<file path="src/rtl/ps2_host_ctrl.sv">
// rtl/ps2_host_ctrl.sv - host-side PS/2 keyboard line controller with rx/tx arbitration
// Open-drain clock/data owner: receives scan codes, sends commands, inhibits on back-pressure.
module ps2_host_ctrl #(
    parameter int INHIBIT_CYCLES = 500,
    parameter int TIMEOUT_CYCLES = 20000
) (
    input  logic       pclk,
    input  logic       reset,
    input  logic       kbd_clk_in,
    input  logic       kbd_data_in,
    output logic       kbd_clk_oe,
    output logic       kbd_data_oe,
    input  logic       tx_req,
    input  logic [7:0] tx_data,
    output logic       tx_busy,
    output logic       tx_done,
    output logic       tx_err,
    input  logic       rx_hold,
    output logic [7:0] rx_data,
    output logic       rx_valid,
    output logic       rx_err
);
    localparam int TMAX = (INHIBIT_CYCLES > TIMEOUT_CYCLES) ? INHIBIT_CYCLES : TIMEOUT_CYCLES;
    localparam int TW   = $clog2(TMAX + 1);

    typedef enum logic [2:0] {IDLE, RX, HOLD, INHIBIT, RTS, TX, ACK} state_t;
    state_t state_q, state_d;

    logic          clk_s1_q, clk_s2_q, clk_prev_q, data_s1_q, data_s2_q;
    logic          fall;
    logic [TW-1:0] tmr_q, tmr_d;
    logic [3:0]    bit_q, bit_d;
    logic [9:0]    shift_q, shift_d;
    logic          pend_q, pend_d;
    logic [7:0]    tx_byte_q, tx_byte_d;
    logic          tx_out_q, tx_out_d;
    logic [7:0]    rx_data_q, rx_data_d;
    logic          rx_valid_q, rx_err_q, tx_done_q, tx_err_q;
    logic          rx_ok, rx_bad, tx_ok, tx_bad;
    logic          tmr_expired, inhibit_done, accept;
    logic [9:0]    tx_frame;

    // Synchronizers idle high so reset never fabricates a falling edge on an idle line.
    always_ff @(posedge pclk) begin
        if (reset) begin
            clk_s1_q   <= 1'b1;
            clk_s2_q   <= 1'b1;
            clk_prev_q <= 1'b1;
            data_s1_q  <= 1'b1;
            data_s2_q  <= 1'b1;
        end else begin
            clk_s1_q   <= kbd_clk_in;
            clk_s2_q   <= clk_s1_q;
            clk_prev_q <= clk_s2_q;
            data_s1_q  <= kbd_data_in;
            data_s2_q  <= data_s1_q;
        end
    end

    assign fall         = clk_prev_q & ~clk_s2_q;
    assign tmr_expired  = (tmr_q == TW'(TIMEOUT_CYCLES - 1));
    assign inhibit_done = (tmr_q == TW'(INHIBIT_CYCLES - 1));
    assign tx_frame     = {1'b1, ~^tx_byte_q, tx_byte_q};
    assign accept       = tx_req & ~tx_busy;

    always_ff @(posedge pclk) begin
        if (reset) state_q <= IDLE;
        else       state_q <= state_d;
    end

    always_comb begin
        state_d = state_q;
        rx_ok   = 1'b0;
        rx_bad  = 1'b0;
        tx_ok   = 1'b0;
        tx_bad  = 1'b0;
        case (state_q)
            IDLE: begin
                if (fall && !data_s2_q) state_d = RX;
                else if (pend_q)        state_d = INHIBIT;
                else if (rx_hold)       state_d = HOLD;
            end
            RX: begin
                if (bit_q == 4'd10) begin
                    state_d = IDLE;
                    if (shift_q[9] && ^shift_q[8:0]) rx_ok  = 1'b1;
                    else                             rx_bad = 1'b1;
                end else if (!fall && tmr_expired) begin
                    state_d = IDLE;
                    rx_bad  = 1'b1;
                end
            end
            HOLD: begin
                if (pend_q)        state_d = INHIBIT;
                else if (!rx_hold) state_d = IDLE;
            end
            INHIBIT: if (inhibit_done) state_d = RTS;
            RTS:     state_d = TX;
            TX: begin
                if (fall) begin
                    if (bit_q == 4'd9) state_d = ACK;
                end else if (tmr_expired) begin
                    state_d = IDLE;
                    tx_bad  = 1'b1;
                end
            end
            ACK: begin
                if (fall) begin
                    state_d = IDLE;
                    if (data_s2_q) tx_bad = 1'b1;
                    else           tx_ok  = 1'b1;
                end else if (tmr_expired) begin
                    state_d = IDLE;
                    tx_bad  = 1'b1;
                end
            end
            default: state_d = IDLE;
        endcase
    end

    always_comb begin
        kbd_clk_oe  = 1'b0;
        kbd_data_oe = 1'b0;
        case (state_q)
            HOLD, INHIBIT: kbd_clk_oe  = 1'b1;
            RTS:           kbd_data_oe = 1'b1;
            TX:            kbd_data_oe = ~tx_out_q;
            default:       ;
        endcase
        tx_busy = pend_q | (state_q inside {INHIBIT, RTS, TX, ACK});
    end

    // The inhibit count ignores falls: our own clock pull-down shows up as one.
    always_comb begin
        if (state_d != state_q || state_q == IDLE || state_q == HOLD) tmr_d = '0;
        else if (fall && state_q != INHIBIT)                          tmr_d = '0;
        else                                                          tmr_d = tmr_q + 1'b1;

        if (state_d != state_q)                   bit_d = 4'd0;
        else if (fall && (state_q == RX || state_q == TX)) bit_d = bit_q + 4'd1;
        else                                      bit_d = bit_q;

        shift_d   = (state_q == RX && fall) ? {data_s2_q, shift_q[9:1]} : shift_q;
        tx_out_d  = (state_q != TX) ? 1'b0 : (fall ? tx_frame[bit_q] : tx_out_q);
        pend_d    = (state_q == RTS) ? 1'b0 : (accept ? 1'b1 : pend_q);
        tx_byte_d = accept ? tx_data : tx_byte_q;
        rx_data_d = rx_ok ? shift_q[7:0] : rx_data_q;
    end

    always_ff @(posedge pclk) begin
        if (reset) begin
            tmr_q      <= '0;
            bit_q      <= 4'd0;
            shift_q    <= 10'd0;
            tx_out_q   <= 1'b0;
            pend_q     <= 1'b0;
            tx_byte_q  <= 8'h00;
            rx_data_q  <= 8'h00;
            rx_valid_q <= 1'b0;
            rx_err_q   <= 1'b0;
            tx_done_q  <= 1'b0;
            tx_err_q   <= 1'b0;
        end else begin
            tmr_q      <= tmr_d;
            bit_q      <= bit_d;
            shift_q    <= shift_d;
            tx_out_q   <= tx_out_d;
            pend_q     <= pend_d;
            tx_byte_q  <= tx_byte_d;
            rx_data_q  <= rx_data_d;
            rx_valid_q <= rx_ok;
            rx_err_q   <= rx_bad;
            tx_done_q  <= tx_ok;
            tx_err_q   <= tx_bad;
        end
    end

    assign rx_data  = rx_data_q;
    assign rx_valid = rx_valid_q;
    assign rx_err   = rx_err_q;
    assign tx_done  = tx_done_q;
    assign tx_err   = tx_err_q;
endmodule

</file>
<file path="config.mk">
export PLATFORM = sky130hd
export DESIGN_NAME = ps2_host_ctrl
export DESIGN_NICKNAME = d
export VERILOG_FILES = /design/src/rtl/ps2_host_ctrl.sv
export SDC_FILE = /design/constraint.sdc
export NUM_CORES = 1
export LEC_CHECK = 0
export ABC_AREA = 1
export ABC_CLOCK_PERIOD_IN_PS = 4800
export CORE_ASPECT_RATIO = 0.8
export CORE_UTILIZATION = 49
export CTS_CLUSTER_SIZE = 10
export DETAILED_ROUTE_END_ITERATION = 6
export DONT_BUFFER_PORTS = 1
export SYNTH_ARGS = -nofsm -noshare
export SYNTH_HDL_FRONTEND = slang
export SYNTH_SLANG_ARGS = --single-unit
export TNS_END_PERCENT = 1
</file>
<file path="constraint.sdc">
create_clock -name pclk -period 4.8 [get_ports pclk]
set_clock_uncertainty 0.05 [all_clocks]
set_input_delay 0.96 -clock pclk [delete_from_list [all_inputs] [get_ports pclk]]
set_output_delay 0.96 -clock pclk [all_outputs]
set_load 0.005 [all_outputs]
</file>
==> metrics <==
placer congestion estimate 0.830; endpoint of the most critical register-to-register path shift_q[8]; arrival time reported for the critical path endpoint 1.57 ns; element type at the critical path start flop; total number of placement rows 25; prevailing post-synth register cell sky130_fd_sc_hd__dfxtp_1; unrepaired setup endpoints after global routing false; number of input and output port buffers inserted 0; total net switching power between 0.2 and 0.3 mW; achievable clock frequency just under 0.4 GHz; EDFF count, synth 0; insertion delay of the later-clocked pin in the worst-skew pair 0.34 ns; initial standard-cell utilization of the core 50.8%; max-cap violations 0; number of detailed-routing iterations run before antenna repair 4; HPWL after detailed placement 4.37 mm; power after layout 1.01 mW; Post-Synthesis Cells between 400 and 500; final count of pins violating max slew 0; Hold Path Sink data_s2_q; data required time of the critical path around 3.8 ns; crit end category primary output; pin count of the biggest net entering global routing 31; portion of total power attributed to the clock network 37.9%; number of nets at the end of the flow 431; number of antenna violations at the first check in global routing 0; post-cts gate resize count 0; WHS 0.361 ns; startpoint-to-endpoint class of the critical path reg2out; flip-flop and latch count after synthesis 59; Final ANT Viol Nets 0; part of the total power dissipated in sequential elements between 50% and 60%; number of antenna repair diodes 0; number of buffers inserted during clock tree synthesis 9; post-synthesis area per instance 7.27 um^2; TritonCTS clock tree built; synth warn 0; FF-to-FF path depth 6; final routed wirelength across all metal layers 6.04 mm; clock sinks 59; fraction of registers with async set or reset after synthesis 0%; total power divided by cell area 315 nW/um^2; hold-critical path depth 1; worst-margin pin slew about 1.1 ns; Critical path origin state_q[0]; Period minus WS final 2.58 ns; top cell type's share of synthesized area 39.3%; IR Drop Worst-Case VDD approximately 180 uV; setup slack of the worst register-to-register path 2.46 ns; core area 5910 um^2; Post-route DRC 0; Synthesized Nets between 400 and 500; overall die height 72.0 um; area enclosed by the die boundary 6450 um^2; H-tree levels 3; Slew headroom 29.2%; via count normalized by instance count 4.86; clock tree root buffer cell sky130_fd_sc_hd__clkbuf_8; Static Leak 1.29 nW; most common library cells after synthesis sky130_fd_sc_hd__nand2_1, sky130_fd_sc_hd__inv_1, sky130_fd_sc_hd__dfxtp_1; number of global-route vias before repair around 2400; hold crit path type reg2reg; die extent in x ~90 um; # Post-CTS Setup Buffers 0; cell with the most instances after synthesis sky130_fd_sc_hd__nand2_1; switching share of total power between 20% and 30%; fraction of power consumed by combinational cells 10.9%; final setup slack of the worst path 2.22 ns; startpoint of the tightest hold check path data_s1_q; area of the mapped netlist between 3000 and 4000 um^2; Layout Area Growth over Synthesis 6.75%; first-pass GRT wire length 10.5 mm; internal power of the cells between 0.7 and 0.8 mW; portion of the clock cycle consumed by the worst path in the final layout 53.8%; buffer depth of the longest clock path 2; result of the run finished, final reports clean; Post-Place Setup Slack 2.37 ns; origin of the critical flop-to-flop path state_q[0]; Netlist cell types 31; hold violation count in the final report 0; I/O pin count 29; Synth area leader sky130_fd_sc_hd__dfxtp_1; Setup TNS 0 ns; sequential fraction of the synthesis area 39.3%; fraction of layout cells with a size suffix above 1 13.7%; routed length per placed instance about 12 um; via total after detailed routing between 2000 and 2500; number of failing setup endpoints in the final timing report 0; # hold bufs at CTS 0; clock input transition at the sequential cells of the worst setup and hold paths roughly 0.060 ns; Critical Path Fanout Max 9; All-Layer GR Usage 21.8%; sum of overflow across all layers after global routing 0; top area cells in the synthesized netlist sky130_fd_sc_hd__dfxtp_1, sky130_fd_sc_hd__nand2_1, sky130_fd_sc_hd__inv_1; number of DRC violations after detailed-routing iteration 0 98
-- flip-flops by register name (all words and copies together) (netlist names) --
| name | flops |
|---|---|
| tmr_q | 15 |
| shift_q | 10 |
| rx_data | 8 |
| tx_byte_q | 8 |
| bit_q | 4 |
| state_q | 3 |
| clk_prev_q | 1 |
| clk_s1_q | 1 |
| clk_s2_q | 1 |
| data_s1_q | 1 |
| data_s2_q | 1 |
| pend_q | 1 |
| rx_err | 1 |
| rx_valid | 1 |
| tx_done | 1 |
| tx_err | 1 |
| tx_out_q | 1 |
-- layout by cell type (no fill, tap or decap), drive strengths merged --
cell type / synthesis / final
clkbuf: 5 / 12
nor3: 3 / 3
xor2: 15 / 15
inv: 67 / 67
a31oi: 2 / 2
o21ai: 25 / 25
xnor2: 14 / 14
nor2: 57 / 57
a41oi: 1 / 1
o211ai: 1 / 1
dfxtp: 59 / 59
ha: 4 / 4
nand4: 11 / 11
or2: 5 / 5
nand2: 80 / 80
a21oi: 31 / 31
o21bai: 1 / 1
clkinv: 1 / 4
nand3: 25 / 25
-- cells by family after synthesis --
| family | share of synthesized area (%) |
|---|---|
| compound gates | 10.7 |
| buf+inv | 10.5 |
| xor+xnor | 8.46 |
| fa+ha+maj | 1.67 |
| simple gates | 29.4 |
| flops | 39.3 |
-- how the worst max path moves through the flow --
stage / end / slack (ns) / cells after the start
global route: tx_busy / 2.11 / 3
CTS: tx_busy / 2.23 / 3
floorplan: tmr_q[8] / 2.82 / 10
global placement: tmr_q[0] / 2.41 / 5
detailed placement: tmr_q[3] / 2.37 / 5
finish: tx_busy / 2.22 / 3
-- metal layers --
metal | vias up | wire length, um | GRT usage [%]
li1 | 1295 | - | -
met1 | 1085 | 3220 | 30.0
met2 | 30 | 2500 | 31.3
met3 | 9 | 226 | 7.28
met4 | 0 | 83 | 8.64
met5 | - | 0 | 0
-- power groups by stage --
| stage | Sequential (mW) | Combinational [mW] | Clock (mW) |
|---|---|---|---|
| after floorplan | 0.523 | 0.0984 | 0 |
| after global placement | 0.528 | 0.109 | 0 |
| after detailed placement | 0.528 | 0.109 | 0 |
| after CTS | 0.518 | 0.110 | 0.399 |
| after global routing | 0.520 | 0.126 | 0.415 |
| final | 0.518 | 0.110 | 0.383 |
-- final cells by class --
cell class / instances / area, um^2
clock buffers: 12 / 145
clock inverters: 3 / 15.0
fillers: 590 / 2710
inverters: 68 / 256
multi-input cells: 275 / 1510
flip-flops and latches: 59 / 1180
well taps: 81 / 101
-- critical path, cell delays in order, from the launching register on --
cell	delay (ns)
sky130_fd_sc_hd__dfxtp_1	0.58
sky130_fd_sc_hd__inv_1	0.19
sky130_fd_sc_hd__o21ai_0	0.32
sky130_fd_sc_hd__nand2_1	0.14
-- metrics by stage --
stage                     util (%)  cell area (um^2)  std cells
after floorplan                  -              3000        413
after global placement        51.5              3050        483
after detailed placement      51.5              3050        483
after CTS                     54.2              3210        498
after global routing          54.2              3210        498
final                         54.2              3210        498
(Power assumes the default switching activity.)
